==> src/rtl/spi_sp_ram.sv <==
// spi_sp_ram: single-port RAM command endpoint fed by an SPI slave.
// Decodes din[9:8] on the rising edge of rx_valid:
//   00 load write address, 01 write data, 10 load read address, 11 read data.
// Read results are presented on dout qualified by tx_valid.
// Optional feature macro: ADDR_AUTOINC_EN (post-increment wr_addr after each
// write-data command and rd_addr after each read-data command).
//
// Handshake: a command is taken only in the cycle where rx_valid is high and
// was low in the previous cycle, so a level held high yields exactly one
// command. tx_valid rises on the edge that accepts a read-data command and
// holds, with dout stable, until the edge that accepts the next command; if
// that command is another read-data, tx_valid stays high and dout updates.
module spi_sp_ram #(
    parameter int MEM_DEPTH = 256,
    parameter int ADDR_SIZE = 8
) (
    input  logic                 clk,
    input  logic                 rst_n,
    input  logic [ADDR_SIZE+1:0] din,
    input  logic                 rx_valid,
    output logic [ADDR_SIZE-1:0] dout,
    output logic                 tx_valid
);

    typedef enum logic [1:0] {
        CMD_WR_ADDR = 2'b00,
        CMD_WR_DATA = 2'b01,
        CMD_RD_ADDR = 2'b10,
        CMD_RD_DATA = 2'b11
    } cmd_e;

    // Storage is deliberately left out of reset so it maps onto block RAM.
    logic [ADDR_SIZE-1:0] mem [MEM_DEPTH];

    logic                 rx_valid_q;
    logic [ADDR_SIZE-1:0] wr_addr_q, wr_addr_d;
    logic [ADDR_SIZE-1:0] rd_addr_q, rd_addr_d;
    logic                 tx_valid_q, tx_valid_d;
    logic [ADDR_SIZE-1:0] dout_q;

    logic                 accept;
    logic                 wr_fire;
    logic                 rd_fire;
    cmd_e                 cmd;
    logic [ADDR_SIZE-1:0] payload;

    assign cmd     = cmd_e'(din[ADDR_SIZE+1:ADDR_SIZE]);
    assign payload = din[ADDR_SIZE-1:0];

    // Rising-edge detect on rx_valid; reset gates it so reset beats any command.
    assign accept  = rst_n & rx_valid & ~rx_valid_q;
    assign wr_fire = accept & (cmd == CMD_WR_DATA);
    assign rd_fire = accept & (cmd == CMD_RD_DATA);

    // Next-state for address registers and tx_valid; hold unless a command is accepted.
    always_comb begin
        wr_addr_d  = wr_addr_q;
        rd_addr_d  = rd_addr_q;
        tx_valid_d = tx_valid_q;
        if (accept) begin
            tx_valid_d = 1'b0;
            case (cmd)
                CMD_WR_ADDR: wr_addr_d = payload;
                CMD_WR_DATA: begin
`ifdef ADDR_AUTOINC_EN
                    wr_addr_d = wr_addr_q + 1'b1;
`else
                    wr_addr_d = wr_addr_q;
`endif
                end
                CMD_RD_ADDR: rd_addr_d = payload;
                CMD_RD_DATA: begin
                    tx_valid_d = 1'b1;
`ifdef ADDR_AUTOINC_EN
                    rd_addr_d = rd_addr_q + 1'b1;
`else
                    rd_addr_d = rd_addr_q;
`endif
                end
                default: tx_valid_d = 1'b0;
            endcase
        end
    end

    // Control registers: edge detector, address pointers, tx_valid.
    always_ff @(posedge clk) begin
        if (!rst_n) begin
            rx_valid_q <= 1'b0;
            wr_addr_q  <= '0;
            rd_addr_q  <= '0;
            tx_valid_q <= 1'b0;
        end else begin
            rx_valid_q <= rx_valid;
            wr_addr_q  <= wr_addr_d;
            rd_addr_q  <= rd_addr_d;
            tx_valid_q <= tx_valid_d;
        end
    end

    // Memory write port, committed on the acceptance edge.
    always_ff @(posedge clk) begin
        if (wr_fire) begin
            mem[wr_addr_q] <= payload;
        end
    end

    // Registered read port with synchronous reset on the output register.
    always_ff @(posedge clk) begin
        if (!rst_n) begin
            dout_q <= '0;
        end else if (rd_fire) begin
            dout_q <= mem[rd_addr_q];
        end
    end

    assign dout     = dout_q;
    assign tx_valid = tx_valid_q;

endmodule
==> config.mk <==
export PLATFORM = sky130hd
export DESIGN_NAME = spi_sp_ram
export DESIGN_NICKNAME = d
export VERILOG_FILES = /design/src/rtl/spi_sp_ram.sv
export SDC_FILE = /design/constraint.sdc
export NUM_CORES = 2
export LEC_CHECK = 0
export ABC_AREA = 1
export CAP_MARGIN = 15
export CORE_ASPECT_RATIO = 1.2
export CORE_MARGIN = 3
export CORE_UTILIZATION = 40
export CTS_CLUSTER_SIZE = 40
export DETAILED_ROUTE_END_ITERATION = 10
export SLEW_MARGIN = 20
export SYNTH_ARGS = -nofsm -noshare
export SYNTH_HDL_FRONTEND = slang
export SYNTH_SLANG_ARGS = --single-unit
==> constraint.sdc <==
create_clock -name clk -period 2.8 [get_ports clk]
set_input_delay 0.56 -clock clk [delete_from_list [all_inputs] [get_ports clk]]
set_output_delay 0.56 -clock clk [all_outputs]
set_load 0.01 [all_outputs]
==> flow_summary.yaml <==
yosys:
  synth_edf_count: 2048
  synth_warnings: 0
  synth_area_um2: 84140
  synth_xor_area_share_pct: 0
  yosys.area_share.simple_pct: 22.93
  synth-compound-area-share_pct: 0.1963
  netlist_instances: 7069
  ys_seq_area_share_pct: 73.71
  synth-seq-cells: 2074
  synth_top_family_by_area: "simple AND/OR/NAND/NOR gates"
  synthArstFlopShare_pct: 0
  synthAdderAreaFrac_pct: 0
  synth.avg_cell_area_um2: 11.90
  syn_nets: 7082
  synthFlopType: "edfxtp_1"
  synthDistinctLibCells: 22
  synthMuxAreaShare_pct: 0
sta:
  post-route-period-util_pct: 102.3
  max_freq_ghz: 0.3490
  slew_viol_final: 0
  final_hold_viol_count: 0
  post-route-min-period_ns: 2.866
  finalSetupTns_ns: -0.06574
  slew_headroom_pct: 32.49
  setup_viol: 1
  layout_setup_ws_ns: -0.06574
  rsz0062_at_grt: "true"
  worst_pin_slew_ns: 1.010
  fin_skew_ns: 0.04953
worst_setup_path:
  cp_data_required_time_ns: 3.60
  cp_slowest_cell: "dfxtp_4"
  end_kind: "flip-flop"
  critical_path.max_stage_delay_ns: 0.45
  cp.arrival_ns: 3.66
  critPathLaunchType: "flip-flop"
  path_cells: "buf_16 -> buf_12 -> nand2_1 -> nand3_1 -> nand3_1 -> nand3_1 -> nand3_1 -> nand3_1 -> nand3_1 -> nand2_1 -> nand2_1 -> nand3_1 -> nand2_1 -> inv_1"
  crit_buf_inv: 3
  timing.setup.critical_path_class: "reg -> reg"
  path_max_fanout: 49
  path_common_cell: "nand3_1"
  path_delay_family: "simple AND/OR/NAND/NOR gates"
floorplan:
  core_area_um2: 208100
  start_util_pct: 40.43
  ios: 22
  die_x_um: 424.7
  std_cell_rows: 183
  die_area_um2: 215900
  die_h_um: 508.4
cells_and_area:
  mostFrequentLayoutCell: "nand2_1"
  mostFrequentLayoutCells: "2,109 x nand2_1, 2,048 x edfxtp_1, 2,022 x nand3_1, 420 x buf_4, 281 x nor2_1"
  drive_above_1_share_pct: 11.64
  final_area_um2: 97590
  layout.nets: 7359
  syn_to_final_growth_pct: 15.99
  instances_no_fill: 10290
  fin_util_pct: 46.89
placement:
  finalWeightedCongestion: 0.9169
  placed_cell_area_um2: 90930
  placed_cells: 9918
  portBuffers: 21
  dpl.hpwl_mm: 151.1
drt:
  route.met3.wl_mm: 17.75
  num_vias: 56330
  routedWlPerCell_um: 23.60
  first_pass_iters: 6
  wl_mm: 242.8
  dr.max_layer_used: "met4"
  wl_met2_mm: 117.1
  drc: 0
  viasPerCell: 5.475
  drt_iter0_markers: 6425
  m1WireLength_mm: 94.45
  ant_nets: 0
flow_run:
  max-cap-violations: 0
outcome:
  violations: "negative setup slack"
  status: "complete, but fails checks"
clock_network:
  clock_path_buffers: 3
  clock-sinks: 2074
  clk_root_buffer_cell: "clkbuf_16"
  htreeDepth: 4
  cts_buffers: 199
  cts_tree: "built"
  clk_pin_slew_ns: 0.06
  insertion_delay_ns: 0.86
grt:
  grt_pass1_wl_mm: 358.2
  gr-total-overflow: 0
  track_usage_pct: 22.30
  grt_antenna_before_repair: 4
  grt_start_max_net_pins: 98
  grt_pass1_vias: 55430
power:
  p_total_w: 0.06388
  powerDensity_nw_per_um2: 654.6
  p_leak_nw: 34.16
  vdd_drop_max_mv: 0.5069
worst_hold_path:
  hold_path_class: "in -> reg"
## cells by family after synthesis
logic type / after synthesis
AOI/OAI and AO/OA: 33
DFF: 2074
and+or+nand+nor: 4439
buffers and inverters: 523
## routing by layer
metal  up-vias  GRT usage (%)
met5         -              0
met4         0          11.64
met3       559          3.699
met2      2476          37.08
met1     27630          28.06
li1      25670              -
## registers in the layout (all words and copies together) (netlist names)
signal and flops:
mem 2048, dout 8, rd_addr_q 8, wr_addr_q 8, rx_valid_q 1, tx_valid 1
## final cells by class
type                       count  area [µm²]
sequential                  2074       62040
antenna                        4       10.01
clock buffer                 234        5111
inverter                      36       177.7
timing repair buffer         563        5833
fill                       18300      110500
tap                         2775        3472
clock inverter               132        1474
multi-input combinational   4472       19480
## stage by stage
stage	setup WS, ns	hold WS, ns
floorplan	0.3021	0.4708
CTS	0.04113	0.04604
detailed placement	-1.222	0.4933
finish	-0.06574	0.1175
global route	-0.06366	0.07305
global placement	-1.242	0.4806
## cells in the mapped netlist (17+ instances only)
cell	number	area [µm²]
nor2_1	282	1059
buf_2	280	1401
dfxtp_1	26	520.5
buf_4	45	337.8
clkbuf_1	102	382.9
a21oi_1	17	85.08
nand2_1	2109	7916
edfxtp_1	2048	61500
inv_1	29	108.9
buf_6	23	259.0
buf_1	36	135.1
nand3_1	2024	10130
## where the power goes
| part | internal [W] | switching (W) |
|---|---|---|
| sequential | 0.0341 | 0.0000245 |
| clock | 0.0151 | 0.0118 |
| combinational | 0.000712 | 0.00210 |
| total | 0.0499 | 0.0140 |
## worst reg2reg max path, cell delays in order (launching register included)
cell and delay, ns:
dfxtp_4 0.45, buf_16 0.25, buf_12 0.36, nand2_1 0.09, nand3_1 0.11, nand3_1 0.18, nand3_1 0.14, nand3_1 0.09
nand3_1 0.24, nand3_1 0.28, nand2_1 0.14, nand2_1 0.19, nand3_1 0.19, nand2_1 0.06, inv_1 0.04
## worst paths after layout
path	start	endpoint	slack, ns	cells past startpoint
min	din[2]	mem[224][2]	0.12	1
max reg2reg	rd_addr_q[0]	dout[4]	-0.07	14
max	rd_addr_q[0]	dout[4]	-0.07	14
min reg2reg	wr_addr_q[6]	wr_addr_q[6]	0.51	2
## repair_timing
action / in CTS / in global routing
setup buffers: 0 / 2
hold buffers: 0 / 0
endpoints found under the setup margin: 425 / 8
gates resized for setup: 2 / 9
Note: power is estimated with default switching activity, not from simulation.
==> RTL edit, RTL diff (same flow settings) <==
Add an input register stage for `din` and `rx_valid`; this delays them by one clock. Comments in the files are not updated.
--- a/src/rtl/spi_sp_ram.sv
+++ b/src/rtl/spi_sp_ram.sv
@@ -31,2 +31,10 @@
 
+    logic [ADDR_SIZE+1:0] din_q;
+    logic rx_valid_r;
+
+    always_ff @(posedge clk) begin
+        din_q      <= din;
+        rx_valid_r <= rx_valid;
+    end
+
     // Storage is deliberately left out of reset so it maps onto block RAM.
@@ -46,7 +54,7 @@
 
-    assign cmd     = cmd_e'(din[ADDR_SIZE+1:ADDR_SIZE]);
-    assign payload = din[ADDR_SIZE-1:0];
+    assign cmd     = cmd_e'(din_q[ADDR_SIZE+1:ADDR_SIZE]);
+    assign payload = din_q[ADDR_SIZE-1:0];
 
     // Rising-edge detect on rx_valid; reset gates it so reset beats any command.
-    assign accept  = rst_n & rx_valid & ~rx_valid_q;
+    assign accept  = rst_n & rx_valid_r & ~rx_valid_q;
     assign wr_fire = accept & (cmd == CMD_WR_DATA);
@@ -92,3 +100,3 @@
         end else begin
-            rx_valid_q <= rx_valid;
+            rx_valid_q <= rx_valid_r;
             wr_addr_q  <= wr_addr_d;
Check against the original RTL: not settled (the Yosys comparison gave no result); the edit may change what the design does.
==> RTL edit against the original RTL <==
Non-clock buffer count decreased by 18. Cell count about the same. Core utilization decreased by 0.43 points. Clock skew decreased by 0.025 ns. Via count decreased by 0.98%. Sequential cell count increased by 11. Design area decreased by 0.27%. Setup slack improved by 0.12 ns. Synthesized area increased by 0.26%. Combinational power decreased by 5%. Total power decreased by 0.28%. Wire length decreased by 0.21%. Synthesized cell count increased by 0.16%.
==> RTL edit: results (changes against the original RTL) <==
Outcome -> completed (was finished, violations left)
Syn_nets -> 7093 (was 7082)
Layout cells sized above 1 -> 0.116 (about the same)
Adder-cell area share of the yosys netlist -> 0 (unchanged)
XOR/XNOR Fraction of Synth Area -> 0 (unchanged)
Post-synth ARST share -> 0 (unchanged)
Pin count of the biggest net entering global routing -> 113 (was 98)
Hpwl dp -> 151 mm (about the same)
Synth Area in Compound Gates -> 0.00196 (about the same)
Synth top area cells -> edfxtp_1 (73%), nand3_1 (12%), nand2_1 (9.4%), buf_2 (1.7%), nor2_1 (1.3%) (unchanged)
Worst-path clk slew -> 0.07 ns
Vias -> 55800 (was 56300)
Max clock buf depth -> 3 (unchanged)
Hold Crit Class -> input port to flop (unchanged)
Worst setup margin -> 0.0531 ns (was -0.0657 ns)
Worst vdd ir -> 598 µV (was 507 µV)
Critical Path Max Stage Delay -> 0.40 ns (was 0.45 ns)
List of most frequent post-synthesis cells -> nand2_1 (2109), edfxtp_1 (2048), nand3_1 (2024) (unchanged)
Routability cong. -> 0.917 (about the same)
Top FF cell, synth -> edfxtp_1 (unchanged)
H-tree Lvls -> 4 (unchanged)
CP Capture Point -> dout[5] (was dout[4])
Pleak -> 34.0 nW (was 34.2 nW)
Multiplexer area fraction after synthesis -> 0 (unchanged)
Total GRT Usage -> 0.222 (was 0.223)
Drt total wl -> 242 mm (was 243 mm)
Final nets -> 7349 (was 7359)
Clk_lat worst skew -> 0.84 ns (was 0.86 ns)
Port Buffers -> 21 (unchanged)
CTS Buf Count -> 196 (was 199)
Largest registers -> mem (2048), din_q (10)
Cell variety after synth -> 22 (unchanged)
CP arrival -> 3.54 ns (was 3.66 ns)
Hold Path Stages -> 1 (unchanged)
Max FO, Critical Path -> 71 (was 49)
Post-CTS setup buffer count -> 0 (unchanged)
Reg2Reg Setup Slack -> 0.05 ns (was -0.07 ns)
CP startpoint -> rd_addr_q[0] (unchanged)
Relative slew margins -> 0.418 (was 0.325)
Antenna violations before repair -> 4 (unchanged)
Iter 0 DRT Violations -> 6551 (was 6425)
Top delay family on crit path -> simple AND/OR/NAND/NOR gates (unchanged)
Slowest CP cell -> dfxtp_4 (unchanged)
Hold path start -> rx_valid (was din[2])
R2R depth -> 14 (unchanged)
DR pass1 iterations -> 8 (was 6)
Sequential element share of the synthesized area -> 0.738 (was 0.737)
FILL cells -> 18700 (was 18300)
Setup Slack @ Placement -> -0.187 ns (was -1.22 ns)
Clock skew -> 0.0249 ns (was 0.0495 ns)
Number of flops mapped to enable cells by yosys -> 2048 (unchanged)
First-pass GRT wire length -> 357 mm (was 358 mm)
Synth warn -> 0 (unchanged)
Root Driver -> clkbuf_16 (unchanged)
-- RTL edit: changes by cell type after synthesis, sizes merged --
cell	unedited run	this run
dfxtp	26	37
-- RTL edit: routing by layer --
| layer | vias up | wire length (µm) | track usage |
|---|---|---|---|
| li1 | 25600 | - | - |
| met1 | 27300 | 94600 | 0.280 |
| met2 | 2343 | 118000 | 0.374 |
| met3 | 529 | 17700 | 0.0373 |
| met4 | 2 | 11900 | 0.100 |
| met5 | - | 13 | 0 |
-- RTL edit: worst min-delay path by stage --
stage                      end
detailed placement  rx_valid_q
floorplan           rx_valid_q
global route          din_q[3]
finish              rx_valid_r
CTS                   din_q[3]
global placement    rx_valid_q
-- RTL edit: cells by family after synthesis --
family          count (synthesis)
buf+inv                       523
flops                        2085
simple gates                 4439
compound gates                 33
-- RTL edit: report_power, final --
part / leakage [nW] / switching [mW] / total [mW] / internal, mW
combinational: 12.2 / 1.99 / 2.67 / 0.679
sequential: 18.7 / 0.113 / 34.4 / 34.3
clock: 3.12 / 11.8 / 26.7 / 14.9
-- RTL edit: repair_timing --
item,4_1_cts,5_1_grt
setup endpoints to repair,0,7
gates resized for setup,0,4
hold buffers,0,0
-- RTL edit: area by class of cell --
cell class | instances | area (µm²) | area share
diodes | 2 | 5.00 | 0.0000514
clock buffers | 226 | 5070 | 0.0521
clock inverters | 139 | 1390 | 0.0143
inverters | 36 | 178 | 0.00183
multi-input cells | 4472 | 19500 | 0.200
flip-flops and latches | 2085 | 62300 | 0.640
well taps | 2790 | 3490 | 0.0359
repair buffers | 545 | 5440 | 0.0559
-- RTL edit: metrics by stage --
| step | utilization | std cells | cell area, µm² | hold slack, ns |
|---|---|---|---|---|
| after floorplan | - | 7080 | 84400 | 0.404 |
| after global placement | 0.434 | 9928 | 90800 | 0.445 |
| after detailed placement | 0.434 | 9928 | 90800 | 0.446 |
| after CTS | 0.464 | 10300 | 97300 | 0.0862 |
| after global routing | 0.465 | 10300 | 97300 | 0.109 |
| final | 0.465 | 10300 | 97300 | 0.164 |
